## config.mk

```make
export PLATFORM = sky130hd
export DESIGN_NAME = vga_capture
export DESIGN_NICKNAME = d
export VERILOG_FILES = /design/src/rtl/vga_capture_pkg.sv /design/src/rtl/vga_sync_detector.sv /design/src/rtl/vga_capture.sv
export SDC_FILE = /design/constraint.sdc
export NUM_CORES = 1
export LEC_CHECK = 0
export CAP_MARGIN = 20
export CORE_MARGIN = 10
export CORE_UTILIZATION = 30
export DETAILED_ROUTE_END_ITERATION = 12
export SYNTH_ARGS = -nofsm -noshare
export SYNTH_HDL_FRONTEND = slang
export SYNTH_SLANG_ARGS = --single-unit
```

## constraint.sdc

```tcl
create_clock -name clk -period 12.3 [get_ports clk]
set_input_delay 3.69 -clock clk [delete_from_list [all_inputs] [get_ports clk]]
set_output_delay 3.69 -clock clk [all_outputs]
set_load 0.01 [all_outputs]
```

## src/rtl/vga_capture_pkg.sv

```systemverilog
// Shared VGA timing constants, capture FSM encoding and a small counter helper.
// The timing generator pulls its default 640x480@60 numbers from here too.
package vga_capture_pkg;

    localparam int VGA_H_FRAME      = 800;
    localparam int VGA_H_SYNC_PULSE = 96;
    localparam int VGA_H_BACK_PORCH = 48;
    localparam int VGA_H_VISIBLE    = 640;
    localparam int VGA_V_FRAME      = 525;
    localparam int VGA_V_SYNC_PULSE = 2;
    localparam int VGA_V_BACK_PORCH = 33;
    localparam int VGA_V_VISIBLE    = 480;
    localparam int VGA_LOCK_FRAMES  = 2;

    typedef enum logic [1:0] {
        SEARCH = 2'd0,
        ALIGN  = 2'd1,
        LOCKED = 2'd2
    } cap_state_e;

    // 16-bit increment that sticks at all-ones instead of wrapping
    function automatic logic [15:0] sat_inc16(input logic [15:0] v);
        return (v == 16'hFFFF) ? v : v + 16'd1;
    endfunction

endpackage

```

## src/rtl/vga_sync_detector.sv

```systemverilog
// Sync edge detection plus horizontal/vertical position counters.
// h_pos/v_pos are the positions of the sample being presented this cycle;
// h_cnt/v_cnt hold the positions of the previous sample.
module vga_sync_detector
    import vga_capture_pkg::*;
(
    input  logic        clk,
    input  logic        rst,
    input  logic        en,
    input  logic        h_sync,
    input  logic        v_sync,
    output logic        line_start,
    output logic        frame_start,
    output logic [15:0] h_pos,
    output logic [15:0] v_pos,
    output logic [15:0] h_cnt,
    output logic [15:0] v_cnt
);

    logic h_sync_q;   // h_sync on the previous sample
    logic line_vs_q;  // v_sync seen at the previous line start

    assign line_start  = en && !h_sync && h_sync_q;
    assign frame_start = line_start && !v_sync && line_vs_q;

    // position of the current sample
    always_comb begin
        h_pos = sat_inc16(h_cnt);
        v_pos = v_cnt;
        if (line_start)
            h_pos = '0;
        if (frame_start)
            v_pos = '0;
        else if (line_start)
            v_pos = sat_inc16(v_cnt);
    end

    // sync history and counters advance only on samples
    always_ff @(posedge clk or posedge rst) begin
        if (rst) begin
            h_sync_q  <= 1'b1;
            line_vs_q <= 1'b1;
            h_cnt     <= '0;
            v_cnt     <= '0;
        end else if (en) begin
            h_sync_q <= h_sync;
            if (line_start)
                line_vs_q <= v_sync;
            h_cnt <= h_pos;
            v_cnt <= v_pos;
        end
    end

endmodule

```

## src/rtl/vga_capture.sv

```systemverilog
// VGA timing lock and visible-pixel capture. Measures line/frame lengths,
// locks after Lock_Frames clean frames, and streams visible pixels with a
// linear address once a full frame boundary has been seen while locked.
module vga_capture
    import vga_capture_pkg::*;
#(
    parameter int H_Frame        = VGA_H_FRAME,
    parameter int V_Frame        = VGA_V_FRAME,
    parameter int H_Sync_Pulse   = VGA_H_SYNC_PULSE,
    parameter int H_Back_Porch   = VGA_H_BACK_PORCH,
    parameter int H_Visible_Area = VGA_H_VISIBLE,
    parameter int V_Sync_Pulse   = VGA_V_SYNC_PULSE,
    parameter int V_Back_Porch   = VGA_V_BACK_PORCH,
    parameter int V_Visible_Area = VGA_V_VISIBLE,
    parameter int Lock_Frames    = VGA_LOCK_FRAMES
) (
    input  logic        clk,
    input  logic        rst,
    input  logic        en,
    input  logic        h_sync,
    input  logic        v_sync,
    input  logic [3:0]  Red,
    input  logic [3:0]  Green,
    input  logic [3:0]  Blue,
    output logic        locked,
    output logic        timing_err,
    output logic [15:0] line_len,
    output logic [15:0] frame_lines,
    output logic        pixel_valid,
    output logic [15:0] pixel_data,
    output logic [31:0] pixel_ADDR
);

    localparam logic [15:0] H_LEN   = 16'(H_Frame);
    localparam logic [15:0] V_LEN   = 16'(V_Frame);
    localparam logic [15:0] H_FIRST = 16'(H_Sync_Pulse + H_Back_Porch);
    localparam logic [15:0] H_LAST  = 16'(H_Sync_Pulse + H_Back_Porch + H_Visible_Area - 1);
    localparam logic [15:0] V_FIRST = 16'(V_Sync_Pulse + V_Back_Porch);
    localparam logic [15:0] V_LAST  = 16'(V_Sync_Pulse + V_Back_Porch + V_Visible_Area - 1);
    localparam logic [15:0] TIMEOUT = 16'(2 * H_Frame);
    localparam logic [7:0]  LOCK_N  = 8'(Lock_Frames);

    logic        line_start, frame_start;
    logic [15:0] h_pos, v_pos, h_cnt, v_cnt;

    vga_sync_detector u_sync (
        .clk         (clk),
        .rst         (rst),
        .en          (en),
        .h_sync      (h_sync),
        .v_sync      (v_sync),
        .line_start  (line_start),
        .frame_start (frame_start),
        .h_pos       (h_pos),
        .v_pos       (v_pos),
        .h_cnt       (h_cnt),
        .v_cnt       (v_cnt)
    );

    logic [15:0] meas_len, meas_lines;
    logic        len_bad, lines_bad, timeout, visible;

    assign meas_len   = h_cnt + 16'd1;
    assign meas_lines = v_cnt + 16'd1;
    assign len_bad    = line_start && (meas_len != H_LEN);
    assign lines_bad  = frame_start && (meas_lines != V_LEN);
    // h_pos counts samples since the last line start, so it doubles as the watchdog
    assign timeout    = en && !line_start && (h_pos >= TIMEOUT);
    assign visible    = (h_pos >= H_FIRST) && (h_pos <= H_LAST) &&
                        (v_pos >= V_FIRST) && (v_pos <= V_LAST);

    cap_state_e  state, state_n;
    logic [7:0]  good_cnt, good_cnt_n;
    logic        bad, bad_n;
    logic        lose;

    // FSM state, good-frame count and per-frame bad flag
    always_ff @(posedge clk or posedge rst) begin
        if (rst) begin
            state    <= SEARCH;
            good_cnt <= '0;
            bad      <= 1'b0;
        end else begin
            state    <= state_n;
            good_cnt <= good_cnt_n;
            bad      <= bad_n;
        end
    end

    // next state; lose flags a drop out of LOCKED on this sample
    always_comb begin
        state_n    = state;
        good_cnt_n = good_cnt;
        bad_n      = bad;
        lose       = 1'b0;
        if (en) begin
            case (state)
                SEARCH: begin
                    if (frame_start) begin
                        state_n    = ALIGN;
                        good_cnt_n = '0;
                        bad_n      = 1'b0;
                    end
                end
                ALIGN: begin
                    if (timeout) begin
                        state_n = SEARCH;
                    end else if (frame_start) begin
                        bad_n = 1'b0;
                        // the line closing this frame counts toward its verdict
                        if (!bad && !len_bad && !lines_bad) begin
                            good_cnt_n = good_cnt + 8'd1;
                            if (good_cnt_n == LOCK_N)
                                state_n = LOCKED;
                        end else begin
                            good_cnt_n = '0;
                        end
                    end else if (len_bad) begin
                        bad_n = 1'b1;
                    end
                end
                LOCKED: begin
                    if (timeout || len_bad || lines_bad) begin
                        lose    = 1'b1;
                        state_n = SEARCH;
                    end
                end
                default: state_n = SEARCH;
            endcase
        end
    end

    assign locked = (state == LOCKED);

    logic        armed;    // a frame start has been seen while already locked
    logic        capture;
    logic [31:0] addr_next, addr_cur;

    assign capture  = en && locked && armed && !lose && visible;
    assign addr_cur = frame_start ? 32'd0 : addr_next;

    // measurements, error pulse and pixel output stage
    always_ff @(posedge clk or posedge rst) begin
        if (rst) begin
            line_len    <= '0;
            frame_lines <= '0;
            timing_err  <= 1'b0;
            pixel_valid <= 1'b0;
            pixel_data  <= '0;
            pixel_ADDR  <= '0;
            addr_next   <= '0;
            armed       <= 1'b0;
        end else begin
            timing_err  <= lose;
            pixel_valid <= capture;
            if (en) begin
                if (line_start)
                    line_len <= meas_len;
                if (frame_start)
                    frame_lines <= meas_lines;
                if (state_n != LOCKED)
                    armed <= 1'b0;
                else if (frame_start && locked)
                    armed <= 1'b1;
                if (capture) begin
                    pixel_data <= {4'h0, Red, Green, Blue};
                    pixel_ADDR <= addr_cur;
                    addr_next  <= addr_cur + 32'd1;
                end else if (frame_start) begin
                    pixel_ADDR <= '0;
                    addr_next  <= '0;
                end
            end
        end
    end

endmodule

```

After elaboration in Yosys (flattened, before gate mapping)
Index checks and enable logic that the tools add are counted.

$mul: 0. Reduce and logical (&&, ||, !) cells: 38. Add/subtract/negate cells: 4. Shift-type cells: 0. Order comparisons: 5. Div/mod/pow operators: 0. Mux-type cells: 32. Bitwise operators: 0. Eq/ne operators: 12.

Operators with widths (count): 32-bit 2-to-1 mux (4); 16-bit 2-to-1 mux (5); 16-bit by 1-bit adder with 16-bit output, second input constant (2); 32-bit by 1-bit adder with 32-bit output, second input constant (1); 16-bit equality test, second input constant (2); 16-bit by 10-bit <= comparator with 1-bit output, second input constant (2); 8-bit 2-to-1 mux (4); 16-bit by 10-bit inequality test with 1-bit output, second input constant (2); 1-bit logical AND (18); 16-bit by 11-bit >= comparator with 1-bit output, second input constant (1); 16-bit by 6-bit >= comparator with 1-bit output, second input constant (1); 16-bit by 8-bit >= comparator with 1-bit output, second input constant (1); 8-bit one-hot mux with 2 select lines (1); 2-bit 2-to-1 mux (7); 2-bit AND reduction (5); 5-bit AND reduction (2); 1-bit 2-to-1 mux (9); 8-bit by 1-bit adder with 8-bit output, second input constant (1); 8-bit by 2-bit equality test with 1-bit output, second input constant (1); 2-bit inequality test, second input constant (4); 1-bit logical NOT (7); 2-bit one-hot mux with 3 select lines (1); 2-bit nonzero test (3); 3-bit inequality test, second input constant (1); other kinds (5) (6).

Output and inout port bits: 83. Memory bits (writable): 0. Flip-flop bits (word level): 156. Memories: 0. Bits in latches: 0. ROM bits: 0.

Depth between registers and ports, before layout
Gate-level depths: netlist of run 1.

Depth after elaboration: 16. Gate-level depth with buffers: 16. Mapped depth without buffers: 13.

Hierarchy
A second synthesis of run 1 with hierarchy kept.

Cells, all modules: 940. Area, all modules: 8891.0 sq um.

By module, submodules not included: vga_capture (area each 6552.5 sq um, cells an instance 659, times used 1); vga_sync_detector (area each 2338.5 sq um, cells an instance 281, times used 1).

Worst setup path after synthesis of run 1
No wires, ideal clock.

Path type: input to register. Start point: input port en. End point: register addr_next[30]. Buffers on the path: 5. Slack: 5.662 ns. Cell stages on the path: 16. Setup time: 0.078 ns. Data arrival time: 6.560 ns. Cells stage by stage: buf_2 -> and3b_1 -> buf_2 -> nand2_1 -> buf_2 -> clkbuf_1 -> and2_1 -> ha_1 -> and3_1 -> nand2_1 -> nor2_1 -> and3_1 -> clkbuf_1 -> nand2_1 -> or4_1 -> a21oi_1.

Cells in the longest elaborated chain, start to end: 14. Elaborated cells between the ends (all ways): 33. Those cells by class: 1 x add/sub; 5 x order compare; 8 x mux; 19 x reduce/logical.

Ends and longest elaborated chain: start: declaration (line vga_capture.sv:19) `input logic en,`; 1-bit logical AND (2 in series) (line vga_sync_detector.sv:23) `assign line_start = en && !h_sync && h_sync_q;`; 16-bit 2-to-1 mux / 1-bit logical NOT (equally long branches) (line vga_sync_detector.sv:30, vga_capture.sv:68); 16-bit by 11-bit >= comparator with 1-bit output / 1-bit logical AND (equally long branches) (line vga_capture.sv:68) `assign timeout = en && !line_start && (h_pos >= TIMEOUT);`; 1-bit logical AND (line vga_capture.sv:68); 1-bit logical OR (2 in series) (line vga_capture.sv:123) `if (timeout || len_bad || lines_bad) begin`; 1-bit 2-to-1 mux (line vga_capture.sv:123); 1-bit 2-to-1 mux (line vga_capture.sv:97) `case (state)`; 1-bit 2-to-1 mux (line vga_capture.sv:96) `if (en) begin`; 1-bit logical NOT (line vga_capture.sv:139) `assign capture = en && locked && armed && !lose && visible;`; 1-bit logical AND (2 in series) (line vga_capture.sv:139); 32-bit 2-to-1 mux (line vga_capture.sv:165) `if (capture) begin`; end signal: assignment (line vga_capture.sv:168) `addr_next <= addr_cur + 32'd1;`; end: declaration (line vga_capture.sv:137) `logic [31:0] addr_next, addr_cur;`.

Parallel ways exist; a longest one is shown, timed or not. A chain may end at the register's enable or synchronous reset.

Final worst setup path of run 1
Start point: input port en. End point: register addr_next[10].

The elaborated chain is that of the path after synthesis.

==> results by stage, run 1 <==
Synthesis:
- The register bit total from synthesis is 156.
- Summing the areas of all fa, ha and maj instances in the mapped netlist gives 1.19% of the synthesized area.
- The synthesized netlist devotes 13.5% of its cell area to compound gates.
- The mean cell area of the mapped netlist is 8.74 um^2.
- The mapped netlist covers 8420 um^2.
- The portion of synthesized area spent on multiplexers is 0.892%.
- The cell count after synthesis came out at 963.
- The area share of the largest cell type after synthesis is 45.8%.
- The fraction of synthesized cell area in xor and xnor cells is 6.04%.
- The count of distinct cell types in the synthesized netlist is 78.
- The share of flip-flops with an asynchronous set or reset is 100%.
- The cell accounting for the most synthesized area is sky130_fd_sc_hd__dfrtp_1.
- The synthesized design contains 0 enable-type register cells.
- The number of warnings issued by yosys is 0.
- After synthesis, flip-flops and latches occupy 46.4% of the total area.
- In the post-synthesis netlist, the biggest area contributors are sky130_fd_sc_hd__dfrtp_1 46%, sky130_fd_sc_hd__nand2_1 9.4%, sky130_fd_sc_hd__a21oi_1 4.3%.
- The dominant synthesized flop cell is sky130_fd_sc_hd__dfrtp_1.
- The largest family of logic cells by synthesized area is simple AND/OR/NAND/NOR gates.
- The basic-gate share of the synthesized area counting and, or, nand and nor cells is 26.8%.

CTS:
- Counting every sink on the clock net gives 156.
- CTS built an H-tree with a depth of 4.
- At the later pin of the worst-skew pair, clock insertion delay measures 0.43 ns.
- Hold repair after CTS inserted 0 buffers.
- The clock edge transition at the registers on the reported setup and hold paths is 0.07 ns.
- TritonCTS built the clock tree.
- The number of buffers added by the clock tree synthesis step is 17.
- The buffer type at the clock tree root is sky130_fd_sc_hd__clkbuf_16.
- The maximum count of clock buffers along a single path is 2.
- Once the clock tree was built, the resizer swapped 0 gates to a different size.
- Buffers added to address setup during post-CTS repair amount to 0.

Route:
- Dividing the detail-routed wire length by the instance count gives 15.8 um.
- The total DRC errors in the routed layout is 0.
- The detail route stage leaves a number of antenna-violating nets equal to 0.
- The number of iterations in the first detailed-routing pass is 5.
- The routed via count is 7,033.
- The wire length after detailed routing is 22.2 mm.
- The ratio of routed vias to standard cells is 5.00.
- The initial DRC count is 587.

Place:
- Buffers placed on the I/O ports in this run total 95.
- Summing all placed instances gives a cell area of 9570 um^2.
- Counting tap cells, the placed design contains a total of 1,374 instances.
- The final RePlAce weighted congestion is 0.846.
- Summed over all nets, the half-perimeter wirelength after detailed placement is 14.8 mm.
- Before CTS, the worst setup slack after placement is 4.20 ns.

Floorplan:
- The core area is 27,700 um^2.
- The overall die area is 35,200 um^2.
- The overall die width is 188 um.
- The number of I/O pins is 100.
- The initial utilization of the core area, before any placement, comes to 30.4%.
- Measured along the y axis, the die boundary spans 188 um.
- Row generation in the floorplan step produced 61 rows.

STA:
- Setup repair after global routing left no endpoint under its margin.
- For the pin with the worst max-slew slack, the measured transition is 1.05 ns.
- Dividing the final minimum period by the clock period gives 62.0%.
- The hold violation count in the final report is 0.
- The worst pin sits at a relative slew slack of 30.2%.
- The max-slew violation count came to 0.
- After routing, the total negative slack on setup checks comes to 0 ns.
- The worst path needs 7.63 ns of the cycle, external delays included.
- The worst-case setup margin in the final layout is 4.67 ns.
- Clock skew on the completed layout was measured at 0.0128 ns.
- Based on the critical path, the design can be clocked at up to 131 MHz.
- The tightest hold path in the finished design has a slack of 0.466 ns.
- The final setup violation count is 0.

Setup path:
- STA classifies the critical path endpoint as a flip-flop.
- The highest fanout seen on the critical path is 54.
- Data on the critical path is required at its endpoint by 12.66 ns.
- The worst setup path is of the in -> reg kind.
- Following the worst setup path forward leads to its endpoint at addr_next[10].
- The type of element launching the critical path is an input pin.
- The first element of the critical path is en.
- The data arrival time of the critical path is 7.99 ns.
- The worst register-to-register path begins at u_sync.v_cnt[0].
- For flop-to-flop paths, the worst setup slack is 7.84 ns.
- The length in cells of the worst reg-to-reg path is 12.
- The capturing point of the worst reg2reg path is addr_next[0].

GRT:
- The number of antenna violations at the first check in global routing is 0.
- The met2 layer usage reported by global route is 20.5%.
- The first global-routing pass estimated 37.0 mm of wire.
- Across every metal layer, demand over resource in global routing totals 12.6%.
- The met1 capacity usage during global routing is 16.7%.
- After global routing the overflow that remains totals 0.
- Global routing used 2.91% of the available met3 tracks.
- Entering global routing, the biggest net connects 90 pins.
- In this run the most used layer during global routing was met2.
- The via count of the first global-routing pass came to 6,792.

Finish:
- The antenna diode instance count is 0.
- In the layout the commonest cells are 210 x sky130_fd_sc_hd__nand2_1, 154 x sky130_fd_sc_hd__dfrtp_1, 95 x sky130_fd_sc_hd__clkdlybuf4s50_1.
- The fraction of layout instances using a drive strength above 1 is 7.29%.
- The final non-filler cell total is 1,407.
- Once layout is complete, the utilization of the core stands at 36.8%.
- The net count reported at finish is 1,041.
- The most common library cell in the layout ignoring fill and taps is sky130_fd_sc_hd__nand2_1.
- The area added between synthesis and finish is 21.1%.
- Once layout is done, the placed cells without fillers occupy 10,200 um^2.

Hold path:
- The worst hold path belongs to the class reg -> reg.

Pwr:
- The total power density per cell area is 140 nW/um^2.
- The leakage power is 4.29 nW.
- The maximum VDD drop is 82.2 uV.
- The completed layout was analyzed and its total power is 1.43 mW.

Job:
- The number of max-cap violations is 0.

Status:
- The run finished with clean final reports.
-- worst min-delay path by stage --
| stage | endpoint | depth (start not counted) | from | slack, ns |
|---|---|---|---|---|
| 2_1_floorplan | u_sync.line_vs_q | 2 | u_sync.line_vs_q | 0.44 |
| 5_1_grt | pixel_data[9] | 2 | pixel_data[9] | 0.50 |
| 4_1_cts | pixel_data[5] | 2 | pixel_data[5] | 0.47 |
| 3_5_place_dp | pixel_data[5] | 2 | pixel_data[5] | 0.46 |
| 3_3_place_gp | pixel_data[4] | 2 | pixel_data[4] | 0.45 |
| 6_report | pixel_data[6] | 2 | pixel_data[6] | 0.47 |
-- worst max-delay path, cell delays in order --
cell                              delay, ns
sky130_fd_sc_hd__clkdlybuf4s50_1       0.45
sky130_fd_sc_hd__buf_4                 0.29
sky130_fd_sc_hd__nand2_1               0.17
sky130_fd_sc_hd__nor2_4                0.58
sky130_fd_sc_hd__buf_4                 0.55
sky130_fd_sc_hd__a311oi_1              0.12
sky130_fd_sc_hd__or4_4                 0.56
sky130_fd_sc_hd__nor3_1                0.14
sky130_fd_sc_hd__o21a_2                0.84
sky130_fd_sc_hd__and4_1                0.34
sky130_fd_sc_hd__mux2i_1               0.18
-- registers in the layout (all words and copies together) (netlist names) --
name              flops
bad                   1
frame_lines          16
state                 2
u_sync.v_cnt         16
line_len             16
pixel_ADDR           32
timing_err            1
u_sync.h_cnt         16
good_cnt              8
armed                 1
u_sync.line_vs_q      1
pixel_data           12
addr_next            32
pixel_valid           1
u_sync.h_sync_q       1
-- cells in the mapped netlist, types with 3 or more instances --
master and number:
sky130_fd_sc_hd__a22o_1 3, sky130_fd_sc_hd__ha_1 8, sky130_fd_sc_hd__inv_1 21, sky130_fd_sc_hd__and3_1 14, sky130_fd_sc_hd__o21a_1 3, sky130_fd_sc_hd__xnor2_1 37
sky130_fd_sc_hd__mux2_2 3, sky130_fd_sc_hd__buf_4 9, sky130_fd_sc_hd__o21ai_1 5, sky130_fd_sc_hd__nand2_1 211, sky130_fd_sc_hd__a21o_1 3, sky130_fd_sc_hd__nor3_1 18
sky130_fd_sc_hd__and4_1 4, sky130_fd_sc_hd__nand2b_1 3, sky130_fd_sc_hd__a31oi_1 9, sky130_fd_sc_hd__nor2b_1 7, sky130_fd_sc_hd__o21ai_0 54, sky130_fd_sc_hd__o31ai_1 10
sky130_fd_sc_hd__clkbuf_1 22, sky130_fd_sc_hd__nand3_1 40, sky130_fd_sc_hd__a21oi_1 73, sky130_fd_sc_hd__o211ai_1 3, sky130_fd_sc_hd__buf_2 32, sky130_fd_sc_hd__nand4_1 21
sky130_fd_sc_hd__and2_1 3, sky130_fd_sc_hd__or3_1 18, sky130_fd_sc_hd__mux2i_1 3, sky130_fd_sc_hd__o41ai_1 3, sky130_fd_sc_hd__nor3_2 3, sky130_fd_sc_hd__xor2_1 21
sky130_fd_sc_hd__nor4_1 10, sky130_fd_sc_hd__nor2_1 61, sky130_fd_sc_hd__or4_1 3, sky130_fd_sc_hd__a211o_1 3, sky130_fd_sc_hd__buf_1 6, sky130_fd_sc_hd__nor4_4 4
sky130_fd_sc_hd__nor4b_1 5, sky130_fd_sc_hd__dfrtp_1 154, sky130_fd_sc_hd__nor3b_1 3
-- metal layers --
| layer | routed length [um] | up-vias |
|---|---|---|
| li1 | - | 3452 |
| met1 | 10500 | 3409 |
| met2 | 10600 | 157 |
| met3 | 875 | 15 |
| met4 | 187 | 0 |
| met5 | 0 | - |
-- layout make-up --
| class | instances | area (um^2) |
|---|---|---|
| timing repair buffer | 102 | 1020 |
| inverter | 22 | 87.6 |
| sequential | 156 | 3910 |
| clock inverter | 14 | 163 |
| fill | 2848 | 17500 |
| multi-input combinational | 717 | 4110 |
| clock buffer | 18 | 439 |
| tap | 378 | 473 |
-- logic make-up (layout without fill, tap and decap cells) --
logic type,Yosys count,after routing
fa+ha+maj,8,8
mux,7,7
buf+inv,93,156
flops,156,156
compound gates,191,191
xor+xnor,58,58
simple gates,449,449
other cells,1,4
-- power by group --
part           switching (mW)  internal (mW)  total, mW  leakage [nW]
Sequential             0.0711          0.564      0.635          2.12
Combinational           0.135          0.116      0.251          1.88
Clock                   0.248          0.297      0.545         0.295
Total                   0.454          0.977       1.43          4.29
Note: power is estimated with default switching activity, not from simulation.
==> run 2, diff against run 1 <==
Clock period 12.3 ns to 6.4 ns, I/O delays scaled along.
==> results by stage, run 2 (synthesis gave the netlist of run 1 again) <==
Setup path:
- The critical path's slowest cell was sky130_fd_sc_hd__or4_4 (was sky130_fd_sc_hd__o21a_2).
- The cell repeated most along the worst path is sky130_fd_sc_hd__buf_4 (unchanged).
- The data arrival time of the critical path is 5.48 ns (was 7.99 ns).
- The type of element launching the critical path is an input pin (unchanged).
- The dominant delay contributor by cell family on the critical path is simple AND/OR/NAND/NOR gates (unchanged).
- The required time of the worst setup path is 6.76 ns (was 12.66 ns).
- The endpoint class of the critical path is a flip-flop (unchanged).
- The highest fanout seen on the critical path came to 34 (was 54).
- Critical Path, Cell by Cell: clkdlybuf4s50_1 -> nor2b_1 -> nand2_1 -> buf_4 -> nor2_2 -> a311oi_1 -> or4_4 -> nor3_4 -> o21ai_4 -> buf_4 -> or4_1 -> a21oi_1 (was clkdlybuf4s50_1 -> buf_4 -> nand2_1 -> nor2_4 -> buf_4 -> a311oi_1 -> or4_4 -> nor3_1 -> o21a_2 -> and4_1 -> mux2i_1).
- The class of the most critical setup path was in -> reg (unchanged).
- The sum of buffers and inverters on the critical path is 3 (unchanged).
- The largest stage delay on the critical path is 0.58 ns (was 0.84 ns).

CTS:
- The number of levels in the clock H-tree is 4 (unchanged).
- The worst-skew pair later-pin latency is 0.44 ns (was 0.43 ns).
- The number of buffers added by the clock tree synthesis step came to 17 (unchanged).
- The post-CTS setup buffer count is 0 (unchanged).
- The buffer type at the clock tree root is sky130_fd_sc_hd__clkbuf_16 (unchanged).
- The clock tree from TritonCTS is built (unchanged).
- The clock edge transition at the registers on the reported setup and hold paths came to 0.07 ns (about the same).
- The count of hold-fix buffers inserted at cts is 0 (unchanged).
- The maximum count of clock buffers along a single path is 2 (unchanged).
- The post-cts gate resize count was 0 (unchanged).
- The clock sink count came to 156 (unchanged).

Finish:
- The area added between synthesis and finish is 21.4% (was 21.1%).
- The final non-filler cell total came to 1,414 (was 1,407).
- The antenna diode instance count is 0 (unchanged).
- The most common library cell in the layout ignoring fill and taps is sky130_fd_sc_hd__nand2_1 (unchanged).
- The cell area after layout is 10,200 um^2 (about the same).
- Commonest non-fill, non-tap cells in the layout: 210 x sky130_fd_sc_hd__nand2_1, 154 x sky130_fd_sc_hd__dfrtp_1, 95 x sky130_fd_sc_hd__clkdlybuf4s50_1 (unchanged).
- The net count reported at finish is 1,048 (was 1,041).
- Biggest registers after layout: addr_next (32), pixel_ADDR (32) (unchanged).
- The utilization of the core after routing is 36.9% (was 36.8%).
- The fraction of layout instances using a drive strength above 1 was 7.92% (was 7.29%).

STA:
- RSZ-0062 raised after global routing: false (unchanged).
- The relative max-transition margin was 38.8% (was 30.2%).
- The transition time at the pin with the least slew margin was 0.918 ns (was 1.05 ns).
- The hold violation count in the final report is 0 (unchanged).
- The shortest clock period the worst path allows after layout is 5.12 ns.
- The fmax is 195 MHz.
- The final worst-path cycle share is 79.9%.
- The summed negative setup slack over all endpoints came to 0 ns (unchanged).
- The worst-case clock skew is 0.00992 ns (was 0.0128 ns).
- The final setup violation count is 0 (unchanged).
- The max-slew violation count is 0 (unchanged).

Place:
- The count of buffers from port buffering was 95 (unchanged).
- The final RePlAce weighted congestion came to 0.836 (was 0.846).
- The cell total after placement came to 1,382 (was 1,374).
- The post-DP HPWL is 15.8 mm (was 14.8 mm).
- The placed instance area is 9630 um^2 (was 9570 um^2).

Route:
- The routed via count was 7,054 (was 7,033).
- The initial DRC count is 526 (was 587).
- The total DRC errors in the routed layout is 0 (unchanged).
- The number of iterations in the first detailed-routing pass is 5 (unchanged).
- The ratio of routed vias to standard cells came to 4.99 (was 5.00).
- The average wire length per cell after detail routing is 15.9 um (was 15.8 um).
- The post-route antenna net violation count is 0 (unchanged).
- The wire length after detailed routing is 22.4 mm (was 22.2 mm).

GRT:
- The wire length of the first global-routing pass is 37.3 mm (was 37.0 mm).
- The via count of the first global-routing pass came to 6,858 (was 6,792).
- The number of antenna violations at the first check in global routing is 0 (unchanged).
- The global routing usage summed across all routing layers is 12.9% (was 12.6%).
- The total grt overflow was 0 (unchanged).
- The largest net degree at the start of global routing came to 96 (was 90).

Hold path:
- The worst hold path class is reg -> reg (unchanged).

Floorplan:
- The overall die width is 188 um (unchanged).
- The effective utilization at floorplan is 30.4% (unchanged).
- The number of placement rows is 61 (unchanged).
- The core area is 27,700 um^2 (unchanged).
- The number of I/O pins was 100 (unchanged).
- The die outline height is 188 um (unchanged).
- The overall die area came to 35,200 um^2 (unchanged).

Job:
- The number of max-cap violations is 0 (unchanged).

Pwr:
- The total power density per cell area is 266 nW/um^2 (was 140 nW/um^2).
- The maximum VDD drop was 177 uV (was 82.2 uV).
- The leakage power is 4.31 nW (was 4.29 nW).

Status:
- Run status: finished, final reports clean (unchanged).
==> run 2: path summary, 6_finish.rpt <==
check / cells after the start / endpoint / slack (ns) / startpoint
worst max-delay path: 12 / addr_next[11] / 1.28 / h_sync
worst max register to register: 11 / addr_next[11] / 2.32 / u_sync.h_cnt[0]
worst min register to register: 2 / pixel_data[4] / 0.46 / pixel_data[4]
min in group asynchronous: 2 / frame_lines[12] / 2.06 / rst
max in group asynchronous: 3 / u_sync.h_sync_q / 3.32 / rst
worst min-delay path: 2 / pixel_data[4] / 0.46 / pixel_data[4]
==> run 2: routing by layer <==
metal  share of wire, %  GRT usage [%]
met1                 45           16.6
met2                 48           21.3
met3                5.0           2.76
met4                1.3           3.60
met5                  0              0
==> run 2: through the flow <==
step | setup WS, ns | power [mW] | hold WS [ns]
after global routing | 1.09 | 2.87 | 0.486
after CTS | 1.33 | 2.75 | 0.470
final | 1.28 | 2.72 | 0.464
after global placement | 0.854 | 1.71 | 0.450
after floorplan | 0.277 | 1.53 | 0.444
after detailed placement | 0.877 | 1.72 | 0.454
==> run 2: power breakdown <==
part | internal [mW] | total [mW] | switching [mW]
registers | 1.08 | 1.21 | 0.128
clock network | 0.563 | 1.03 | 0.465
logic | 0.224 | 0.479 | 0.255
total | 1.87 | 2.72 | 0.848
==> run 2: tightest hold or removal path, stage by stage (launching register included) <==
cell                      delay [ns]
sky130_fd_sc_hd__dfrtp_1        0.34
sky130_fd_sc_hd__nand2_1        0.05
sky130_fd_sc_hd__nand2_1        0.05
==> run 2: final cells by class <==
cell class	instances	area (um^2)
Inverter	22	87.6
Tap cell	378	473
Clock buffer	18	439
Multi-Input combinational cell	717	4110
Timing Repair Buffer	109	1060
Clock inverter	14	151
Fill cell	2816	17500
Sequential cell	156	3910
==> run 3, diff against run 2 <==
Clock period 6.4 ns to 5.2 ns, I/O delays scaled along.
==> results by stage, run 3 (synthesis gave the netlist of run 1 again) <==
CTS:
- The number of buffers added by the clock tree synthesis step is 17 (unchanged).
- The buffer type at the clock tree root is sky130_fd_sc_hd__clkbuf_16 (unchanged).
- The count of hold-fix buffers inserted at cts is 0 (unchanged).
- The clock sink count is 156 (unchanged).
- The post-cts gate resize count is 0 (unchanged).
- The worst-skew pair later-pin latency came to 0.44 ns (about the same).
- The maximum count of clock buffers along a single path was 2 (unchanged).
- The number of levels in the clock H-tree is 4 (unchanged).
- The clock tree from TritonCTS is built (unchanged).
- The clock edge transition at the registers on the reported setup and hold paths was 0.06 ns (was 0.07 ns).
- The post-CTS setup buffer count is 0 (unchanged).

Setup path:
- Critical Path, Cell by Cell: clkdlybuf4s50_1 -> and3b_1 -> nand2_1 -> or3_1 -> a21oi_2 -> nor3_1 -> o2111a_1 -> o21ai_4 -> inv_1 -> ha_1 -> mux2_2 (was clkdlybuf4s50_1 -> nor2b_1 -> nand2_1 -> buf_4 -> nor2_2 -> a311oi_1 -> or4_4 -> nor3_4 -> o21ai_4 -> buf_4 -> or4_1 -> a21oi_1).
- The class of the most critical setup path is in -> reg (unchanged).
- The endpoint class of the critical path is a flip-flop (unchanged).
- The data arrival time of the critical path is 4.65 ns (was 5.48 ns).
- The highest fanout seen on the critical path is 19 (was 34).
- The required time of the worst setup path is 5.51 ns (was 6.76 ns).
- The critical path's slowest cell is sky130_fd_sc_hd__clkdlybuf4s50_1 (was sky130_fd_sc_hd__or4_4).
- The logic depth of the worst path, buffers included came to 11 (was 12).
- The dominant delay contributor by cell family on the critical path is simple AND/OR/NAND/NOR gates (unchanged).
- The length in cells of the worst reg-to-reg path is 12 (was 11).
- The type of element launching the critical path is an input pin (unchanged).
- The last element of the critical path is addr_next[0] (was addr_next[11]).
- The origin of the critical flop-to-flop path is u_sync.v_cnt[0] (was u_sync.h_cnt[0]).
- The capturing point of the worst reg2reg path is addr_next[0] (was addr_next[11]).
- The first element of the critical path is en (was h_sync).
- The largest stage delay on the critical path is 0.56 ns (was 0.58 ns).
- The reg2reg setup slack is 1.18 ns (was 2.32 ns).
- The sum of buffers and inverters on the critical path is 2 (was 3).

Finish:
- The utilization of the core after routing came to 37.3% (was 36.9%).
- Commonest non-fill, non-tap cells in the layout: 210 x sky130_fd_sc_hd__nand2_1, 154 x sky130_fd_sc_hd__dfrtp_1, 95 x sky130_fd_sc_hd__clkdlybuf4s50_1 (unchanged).
- The net count reported at finish was 1,057 (was 1,048).
- The area added between synthesis and finish is 22.8% (was 21.4%).
- The fraction of layout instances using a drive strength above 1 is 8.71% (was 7.92%).
- The antenna diode instance count is 0 (unchanged).
- Biggest registers after layout: addr_next (32), pixel_ADDR (32) (unchanged).
- The most common library cell in the layout ignoring fill and taps is sky130_fd_sc_hd__nand2_1 (unchanged).

Place:
- The count of buffers from port buffering was 95 (unchanged).
- The final RePlAce weighted congestion came to 0.874 (was 0.836).
- The post-DP HPWL is 15.9 mm (was 15.8 mm).
- The pre-CTS setup slack is 0.439 ns (was 0.877 ns).

Floorplan:
- The overall die width is 188 um (unchanged).
- The overall die area is 35,200 um^2 (unchanged).
- The number of placement rows is 61 (unchanged).
- The number of I/O pins was 100 (unchanged).
- The effective utilization at floorplan is 30.4% (unchanged).
- The die outline height is 188 um (unchanged).
- The core area is 27,700 um^2 (unchanged).

STA:
- The summed negative setup slack over all endpoints is 0 ns (unchanged).
- The final setup violation count was 0 (unchanged).
- Static timing analysis puts the maximum clock frequency at 231 MHz.
- The worst hold slack after final layout came to 0.461 ns (was 0.464 ns).
- The max-slew violation count is 0 (unchanged).
- RSZ-0062 raised after global routing: false (unchanged).
- The transition time at the pin with the least slew margin is 0.833 ns (was 0.918 ns).
- For the finished layout, the period the worst path requires is 4.33 ns.
- After layout, the worst path uses 83.3% of the clock period.
- The hold violation count in the final report is 0 (unchanged).
- The worst-case setup margin in the final layout is 0.867 ns (was 1.28 ns).
- The worst-case clock skew is 0.0192 ns (was 0.00992 ns).
- The relative max-transition margin is 44.0% (was 38.8%).

Route:
- The average wire length per cell after detail routing is 15.6 um (was 15.9 um).
- The initial DRC count was 587 (was 526).
- The wire length after detailed routing is 22.2 mm (was 22.4 mm).
- The ratio of routed vias to standard cells came to 4.97 (was 4.99).
- The number of iterations in the first detailed-routing pass is 5 (unchanged).
- The routed via count is 7,075 (was 7,054).
- The total DRC errors in the routed layout came to 0 (unchanged).
- The post-route antenna net violation count came to 0 (unchanged).

Job:
- The number of max-cap violations is 0 (unchanged).

Pwr:
- The switching power is 1.05 mW (was 0.848 mW).
- The leakage power is 4.37 nW (was 4.31 nW).
- The fraction of power consumed by combinational cells is 17.5% (was 17.6%).
- The maximum VDD drop is 172 uV (was 177 uV).
- The fraction of power consumed by the clock network came to 38.1% (was 37.8%).
- The internal power summed over all cells is 2.31 mW (was 1.87 mW).
- The switching power share of the total was 31.3% (was 31.2%).
- The total power density per cell area is 326 nW/um^2 (was 266 nW/um^2).
- The sequential cell fraction of total power was 44.4% (was 44.6%).

GRT:
- The largest net degree at the start of global routing is 94 (was 96).
- The total grt overflow is 0 (unchanged).
- The wire length of the first global-routing pass is 37.6 mm (was 37.3 mm).
- The via count of the first global-routing pass is 6,937 (was 6,858).
- The global routing usage summed across all routing layers is 12.8% (was 12.9%).
- The number of antenna violations at the first check in global routing is 0 (unchanged).

Status:
- Run status: finished, final reports clean (unchanged).

Hold path:
- The worst hold path class is reg -> reg (unchanged).
run 3: changes by cell type in the layout (fill, tap and decap cells not counted), sizes merged:
cell | before | now
inv | 29 | 27
clkinv | 5 | 6
buf | 14 | 23
clkinvlp | 1 | 2
run 3: stage by stage:
step                      instances  power (mW)  area [um^2]
after global placement         1391        2.11         9730
after detailed placement       1391        2.12         9730
after global routing           1423        3.55        10300
after CTS                      1423        3.41        10300
after floorplan                 966        1.88         8430
final                          1423        3.37        10300
run 3: final cells by class:
type                       count  area (um^2)
fill                        2784        17400
timing repair buffer         118         1160
clock buffer                  18          439
sequential                   156         3910
inverter                      22         86.3
multi-input combinational    717         4110
clock inverter                14          165
tap                          378          473
run 3: power groups by stage:
stage               combinational (mW)  clock [mW]  sequential (mW)
floorplan                        0.424           0             1.45
global placement                 0.596           0             1.52
detailed placement               0.600           0             1.52
CTS                              0.602        1.31             1.50
global route                     0.668        1.36             1.52
finish                           0.589        1.28             1.50
run 3: layer usage:
| layer | routed length, um | track usage, % | part of all wire (%) | vias to the layer above |
|---|---|---|---|---|
| met3 | 1100 | 3.04 | 4.9 | 11 |
| met2 | 10800 | 20.7 | 48 | 152 |
| met4 | 143 | 3.20 | 0.64 | 0 |
| met1 | 10200 | 16.8 | 46 | 3440 |
| li1 | - | - | - | 3472 |
| met5 | 0 | 0 | 0 | - |
run 3: how the worst min path moves through the flow:
stage | startpoint | end | slack, ns | cells past startpoint
finish | u_sync.line_vs_q | u_sync.line_vs_q | 0.46 | 2
global route | pixel_data[2] | pixel_data[2] | 0.50 | 2
CTS | u_sync.line_vs_q | u_sync.line_vs_q | 0.46 | 2
detailed placement | u_sync.line_vs_q | u_sync.line_vs_q | 0.45 | 2
global placement | pixel_data[4] | pixel_data[4] | 0.45 | 2
floorplan | u_sync.line_vs_q | u_sync.line_vs_q | 0.44 | 2
run 3: worst min-delay path: stages (launching register included):
cell	delay, ns
sky130_fd_sc_hd__dfstp_2	0.37
sky130_fd_sc_hd__nand2_1	0.05
sky130_fd_sc_hd__nand2_1	0.04
==> RTL edit 1, RTL diff (flow settings as in run 2) <==
Add an input register stage for `en`, `h_sync`, `v_sync`, `Red`, `Green` and `Blue`, cleared by the reset; this delays them by one clock.
--- a/src/rtl/vga_capture.sv
+++ b/src/rtl/vga_capture.sv
@@ -42,2 +42,27 @@
 
+    logic en_q;
+    logic h_sync_r;
+    logic v_sync_q;
+    logic [3:0] Red_q;
+    logic [3:0] Green_q;
+    logic [3:0] Blue_q;
+
+    always_ff @(posedge clk or posedge rst) begin
+        if (rst) begin
+            en_q     <= '0;
+            h_sync_r <= '0;
+            v_sync_q <= '0;
+            Red_q    <= '0;
+            Green_q  <= '0;
+            Blue_q   <= '0;
+        end else begin
+            en_q     <= en;
+            h_sync_r <= h_sync;
+            v_sync_q <= v_sync;
+            Red_q    <= Red;
+            Green_q  <= Green;
+            Blue_q   <= Blue;
+        end
+    end
+
     logic        line_start, frame_start;
@@ -48,5 +73,5 @@
         .rst         (rst),
-        .en          (en),
-        .h_sync      (h_sync),
-        .v_sync      (v_sync),
+        .en          (en_q),
+        .h_sync      (h_sync_r),
+        .v_sync      (v_sync_q),
         .line_start  (line_start),
@@ -67,3 +92,3 @@
     // h_pos counts samples since the last line start, so it doubles as the watchdog
-    assign timeout    = en && !line_start && (h_pos >= TIMEOUT);
+    assign timeout    = en_q && !line_start && (h_pos >= TIMEOUT);
     assign visible    = (h_pos >= H_FIRST) && (h_pos <= H_LAST) &&
@@ -95,3 +120,3 @@
         lose       = 1'b0;
-        if (en) begin
+        if (en_q) begin
             case (state)
@@ -138,3 +163,3 @@
 
-    assign capture  = en && locked && armed && !lose && visible;
+    assign capture  = en_q && locked && armed && !lose && visible;
     assign addr_cur = frame_start ? 32'd0 : addr_next;
@@ -155,3 +180,3 @@
             pixel_valid <= capture;
-            if (en) begin
+            if (en_q) begin
                 if (line_start)
@@ -165,3 +190,3 @@
                 if (capture) begin
-                    pixel_data <= {4'h0, Red, Green, Blue};
+                    pixel_data <= {4'h0, Red_q, Green_q, Blue_q};
                     pixel_ADDR <= addr_cur;
Function: changed (Yosys sat finds a counterexample within 4 cycles, from zero or initial values and one cycle with rst high).
==> RTL edit 1 against run 2 <==
  * Via count shrank 0.48%
  * Total power is 0.64% higher
  * Critical path depth down 1
  * Routed wire length is 1.7% higher
  * Setup slack improved by 0.71 ns
  * Design area grew 5.6%
  * Combinational power shrank 11%
  * Register-to-register slack worse by 0.33 ns
  * Sequential cell count is 15 higher
  * First-iteration DRC count fell by 17%
  * Area after synthesis rose by 7.1%
==> RTL edit 1: results (changes against run 2) <==
----------------------------------------------------
[Global route]
  Global-route wire length before repair ... 37840 µm (+1.4%)
  Number of global-route vias before repair ... 6865 (+0.10%)
  Pin count of the biggest net entering global routing ... 172 (+79%)
  Total track usage ... 12.12% (-0.76 points)

[Min path]
  Classification of the worst-slack hold path ... reg2reg
  Worst hold path depth ... 2 (unchanged)

[Detailed routing]
  Routed length on met1 ... 10850 µm (+7.0%)
  DR iter-0 viols ... 435 (-17%)
  Highest metal layer with signal wires ... met4
  Via density per instance ... 5.000 (+0.23%)
  Total routed wirelength ... 22830 µm (+1.7%)
  Met3 Routed Length ... 1529 µm (+36%)
  Detail Route met2 WL ... 10160 µm (-6.7%)

[Power and ir drop]
  Leakage power ... 4.537 nW (+5.2%)
  Largest voltage drop on the vdd net ... 0.2105 mV (+19%)
  Internal power ... 1.940 mW (+3.6%)

[Layout]
  Share of layout cells above drive strength 1 ... 8.185% (+0.27 points)
  Antenna diode count ... 0 (unchanged)
  Number of nets at the end of the flow ... 1025 (-2.2%)

[Synthesis]
  Commonest register cell after synthesis ... dfrtp_1
  Ranking of synthesized cells by instance count ... dfrtp_1 (169), nand2_1 (155), o21ai_0 (54)
  Main area contributors after synthesis ... dfrtp_1 (47%), nand2_1 (6.5%), mux2i_1 (5.8%)
  Count leader, synth ... dfrtp_1
  Register area share after synthesis ... 47.51% (+1.1 points)
  Count of yosys warnings during synthesis ... 0 (unchanged)

[Place]
  DP Area ... 10210 µm² (+6.0%)
  Routability congestion estimate ... 0.8707 (+4.1%)
  I/O Buffers ... 95 (unchanged)
  Sum of net half-perimeters after detailed placement ... 15660 µm (-0.81%)

[Worst setup path]
  Data arrival, critical path ... 4.76 ns (-0.72 ns)
  Biggest cell delay along the critical path ... 0.86 ns (+0.28 ns)
  Critical Path Slowest Stage Cell ... or2_2
  Maximum fanout along the worst path ... 35 (+2.9%)
  Cell depth of the worst flop-to-flop path ... 11 (unchanged)

[Clock network]
  Clock-pin slew on the worst setup and hold paths ... 0.06 ns
  CTS resizes ... 0 (unchanged)
  Total CTS buffers ... 17 (unchanged)
  Buffers inserted during post-CTS setup optimization ... 0 (unchanged)
  Clock latency of the later-clocked register in the worst-skew pair ... 0.44 ns (about the same)

[STA]
  Slew @ Worst Pin ... 1.012 ns (+0.09411 ns)
  Clock skew ... 0.01503 ns (+0.005107 ns)

[Status]
  Result of the run ... finished, final reports clean

----------------------------------------------------
## RTL edit 1: cell count changes after synthesis, sizes merged, moves of 12 or more
cell    change
a21oi      -43
clkbuf     +13
dfrtp      +15
mux2i      +50
nand2      -57
nor3       +13
or3        -12
## RTL edit 1: through the flow
step	hold slack, ns	setup WS [ns]	cells
after floorplan	0.4311	2.299	950
final	0.4574	1.992	1404
after global placement	0.4460	2.129	1372
after detailed placement	0.4497	1.989	1372
after CTS	0.4603	1.965	1404
after global routing	0.4860	1.620	1404
## RTL edit 1: layer usage
| layer | vias up | global-route usage (%) |
|---|---|---|
| met5 | - | 0 |
| li1 | 3443 | - |
| met3 | 23 | 3.683 |
| met2 | 198 | 17.79 |
| met4 | 0 | 3.720 |
| met1 | 3356 | 16.64 |
## RTL edit 1: cells by family (layout without fill, tap and decap cells)
kind of cell	count (synthesis)	after routing	synth area share, %
compound gates	155	155	11.09
other cells	1	4	0.04161
fa+ha+maj	7	7	0.9718
mux	67	67	8.011
xor+xnor	55	55	5.345
flops	171	171	47.51
buf+inv	99	163	4.915
simple gates	392	392	22.12
## RTL edit 1: power by group through the flow
stage                     combinational [mW]  sequential [mW]  clock, mW
after floorplan                        0.321             1.24          0
after global placement                 0.429             1.28          0
after detailed placement               0.433             1.28          0
after CTS                              0.435             1.26       1.07
after global routing                   0.483             1.28       1.12
final                                  0.426             1.26       1.05
## RTL edit 1: final cells by class
class	instances	area, µm²
clock inverters	10	116.4
repair buffers	105	1039
fillers	3042	18850
inverters	26	101.3
multi-input cells	680	4302
flip-flops and latches	171	4282
well taps	390	488.0
clock buffers	22	464.2
## RTL edit 1: worst paths after layout
path | startpoint | end | slack [ns]
setup / recovery | u_sync.v_cnt[0]$_DFFE_PP0P_ | pixel_ADDR[4]$_DFFE_PP0P_ | 1.99
hold / removal | u_sync.line_vs_q$_DFFE_PP1P_ | u_sync.line_vs_q$_DFFE_PP1P_ | 0.46
setup reg to reg | u_sync.v_cnt[0]$_DFFE_PP0P_ | pixel_ADDR[4]$_DFFE_PP0P_ | 1.99
hold reg to reg | u_sync.line_vs_q$_DFFE_PP1P_ | u_sync.line_vs_q$_DFFE_PP1P_ | 0.46
max in group asynchronous | rst | addr_next[17]$_DFFE_PP0P_ | 3.62
min in group asynchronous | rst | frame_lines[14]$_DFFE_PP0P_ | 2.09
## RTL edit 1: critical path: cells and delay by family (launching register included)
family / cells / cell delay, ns
compound gates: 1 / 0.24
fa+ha+maj: 1 / 0.35
buf+inv: 2 / 0.75
flops: 1 / 0.48
mux: 1 / 0.22
simple gates: 6 / 2.25
==> RTL edit 2, RTL diff (settings of run 2) <==
Made on the original files. Reset style: synchronous (`rst`), changed in 3 clocked blocks.
--- a/src/rtl/vga_sync_detector.sv
+++ b/src/rtl/vga_sync_detector.sv
@@ -38,3 +38,3 @@
     // sync history and counters advance only on samples
-    always_ff @(posedge clk or posedge rst) begin
+    always_ff @(posedge clk) begin
         if (rst) begin
--- a/src/rtl/vga_capture.sv
+++ b/src/rtl/vga_capture.sv
@@ -77,3 +77,3 @@
     // FSM state, good-frame count and per-frame bad flag
-    always_ff @(posedge clk or posedge rst) begin
+    always_ff @(posedge clk) begin
         if (rst) begin
@@ -142,3 +142,3 @@
     // measurements, error pulse and pixel output stage
-    always_ff @(posedge clk or posedge rst) begin
+    always_ff @(posedge clk) begin
         if (rst) begin
Formal check against the unedited RTL: differs if rst is asserted again (counterexample within 4 cycles, from zero or initial values and one cycle with rst high); with rst held inactive, the same outputs for 4 cycles.
==> RTL edit 2 against run 2 <==
  * Clock skew rose by 0.0046 ns
  * Count of clock-buffer cells in the layout rose by 1
  * Hold slack got worse by 0.013 ns
  * Critical path depth fell by 1
  * Fmax fell by 5.1%
  * Routed wire length rose by 3.7%
  * Design area fell by 3.9%
  * Sequential cell count did not move
  * Area after synthesis fell by 3.7%
  * Die area fell by 3.3%
  * Setup slack got worse by 0.27 ns
Power is not compared: it rests on default switching activity, and its combinational part moved more than twofold at a synthesized area within 25%.
==> RTL edit 2: results (changes against run 2) <==
----------------------------------------------------
[Status]
  Result of the run ... finished, final reports clean

[Clock network]
  H-tree Lvls ... 4 (unchanged)

[Synthesis]
  Commonest register cell after synthesis ... dfxtp_1
  Synthesized-area fraction occupied by ao, oa, aoi and oai cells ... 21.86% (+8.3 points)
  Synth Area in XOR/XNOR ... 3.672% (-2.4 points)
  Register area share after synthesis ... 38.51% (-7.9 points)
  Fraction of synthesized area in multiplexers ... 1.790% (+0.90 points)
  Area share of fa/ha/maj cells after synthesis ... 1.080% (-0.11 points)
  Avg Cell Area, Syn ... 7.865 µm² (-10%)

[STA]
  Clock skew ... 0.01455 ns (+0.004626 ns)
  Worst slew margin ... 52.31% (+14 points)

[Layout]
  Antenna diode count ... 0 (unchanged)
  Number of fillers in the final layout ... 2814 (-0.071%)
  Number of nets at the end of the flow ... 1091 (+4.1%)
  Share of layout cells above drive strength 1 ... 6.481% (-1.4 points)

[Place]
  Post-place setup slack ... 0.5520 ns (-0.3248 ns)
  Inst Count DP ... 1388 (+0.43%)
  Routability congestion estimate ... 0.9187 (+9.9%)
  Sum of net half-perimeters after detailed placement ... 15660 µm (-0.85%)

[Detailed routing]
  Via count ... 7678 (+8.8%)
  Total routed wirelength ... 23270 µm (+3.7%)

[Worst setup path]
  Launching instance or port of the critical path ... en
  Data arrival, critical path ... 5.75 ns (+0.27 ns)
  Critical register-to-register path startpoint ... u_sync.h_cnt[0]$_SDFFE_PP0P_

[Global route]
  Global-route wire length before repair ... 38340 µm (+2.7%)
  Pin count of the biggest net entering global routing ... 70 (-27%)
  Total track usage ... 13.66% (+0.78 points)

[Min path]
  Worst hold path startpoint ... pixel_data[5]$_SDFFE_PP0P_

----------------------------------------------------
## RTL edit 2: power groups by stage
stage	logic [mW]	clock network, mW	registers [mW]
finish	0.127	1.06	0.996
global route	0.140	1.12	0.997
CTS	0.126	1.08	0.996
detailed placement	0.125	0	1.02
global placement	0.124	0	1.02
floorplan	0.0714	0	1.02
## RTL edit 2: metal layers
metal	global-route usage, %	vias up	wire, µm
met4	3.736	0	272
met3	3.544	19	1459
met5	0	-	0
met2	20.82	200	10470
li1	-	3810	-
met1	18.55	3649	11070
## RTL edit 2: logic make-up after synthesis
group | count (synthesis)
buf+inv | 115
other cells | 1
mux | 14
fa+ha+maj | 7
xor+xnor | 34
simple gates | 430
flops | 156
compound gates | 274
## RTL edit 2: path summary, 6_finish.rpt
check / endpoint / slack (ns) / cells after the start
setup / recovery: addr_next[7]$_SDFFE_PP0P_ / 1.01 / 11
hold / removal: pixel_data[5]$_SDFFE_PP0P_ / 0.45 / 2
hold reg to reg: pixel_data[5]$_SDFFE_PP0P_ / 0.45 / 2
setup reg to reg: addr_next[7]$_SDFFE_PP0P_ / 2.00 / 10
## RTL edit 2: stage by stage
stage / instance area [µm²] / utilization [%]
6_report: 9821 / 36.64
5_1_grt: 9821 / 36.64
4_1_cts: 9801 / 36.57
3_5_place_dp: 9195 / 34.31
3_3_place_gp: 9195 / 34.31
2_1_floorplan: 8120 / -
## RTL edit 2: area by class of cell
cell class              instances  area share (%)
inverters                      19          0.7262
multi-input cells             763           45.90
clock buffers                  19           4.612
clock inverters                13           1.554
repair buffers                110           11.06
well taps                     341           4.344
flip-flops and latches        156           31.80
## RTL edit 2: worst max-delay path: cells and delay by family
family / cells / cell delay (ns)
mux: 1 / 0.14
simple gates: 4 / 1.53
buf+inv: 3 / 1.05
compound gates: 3 / 1.07
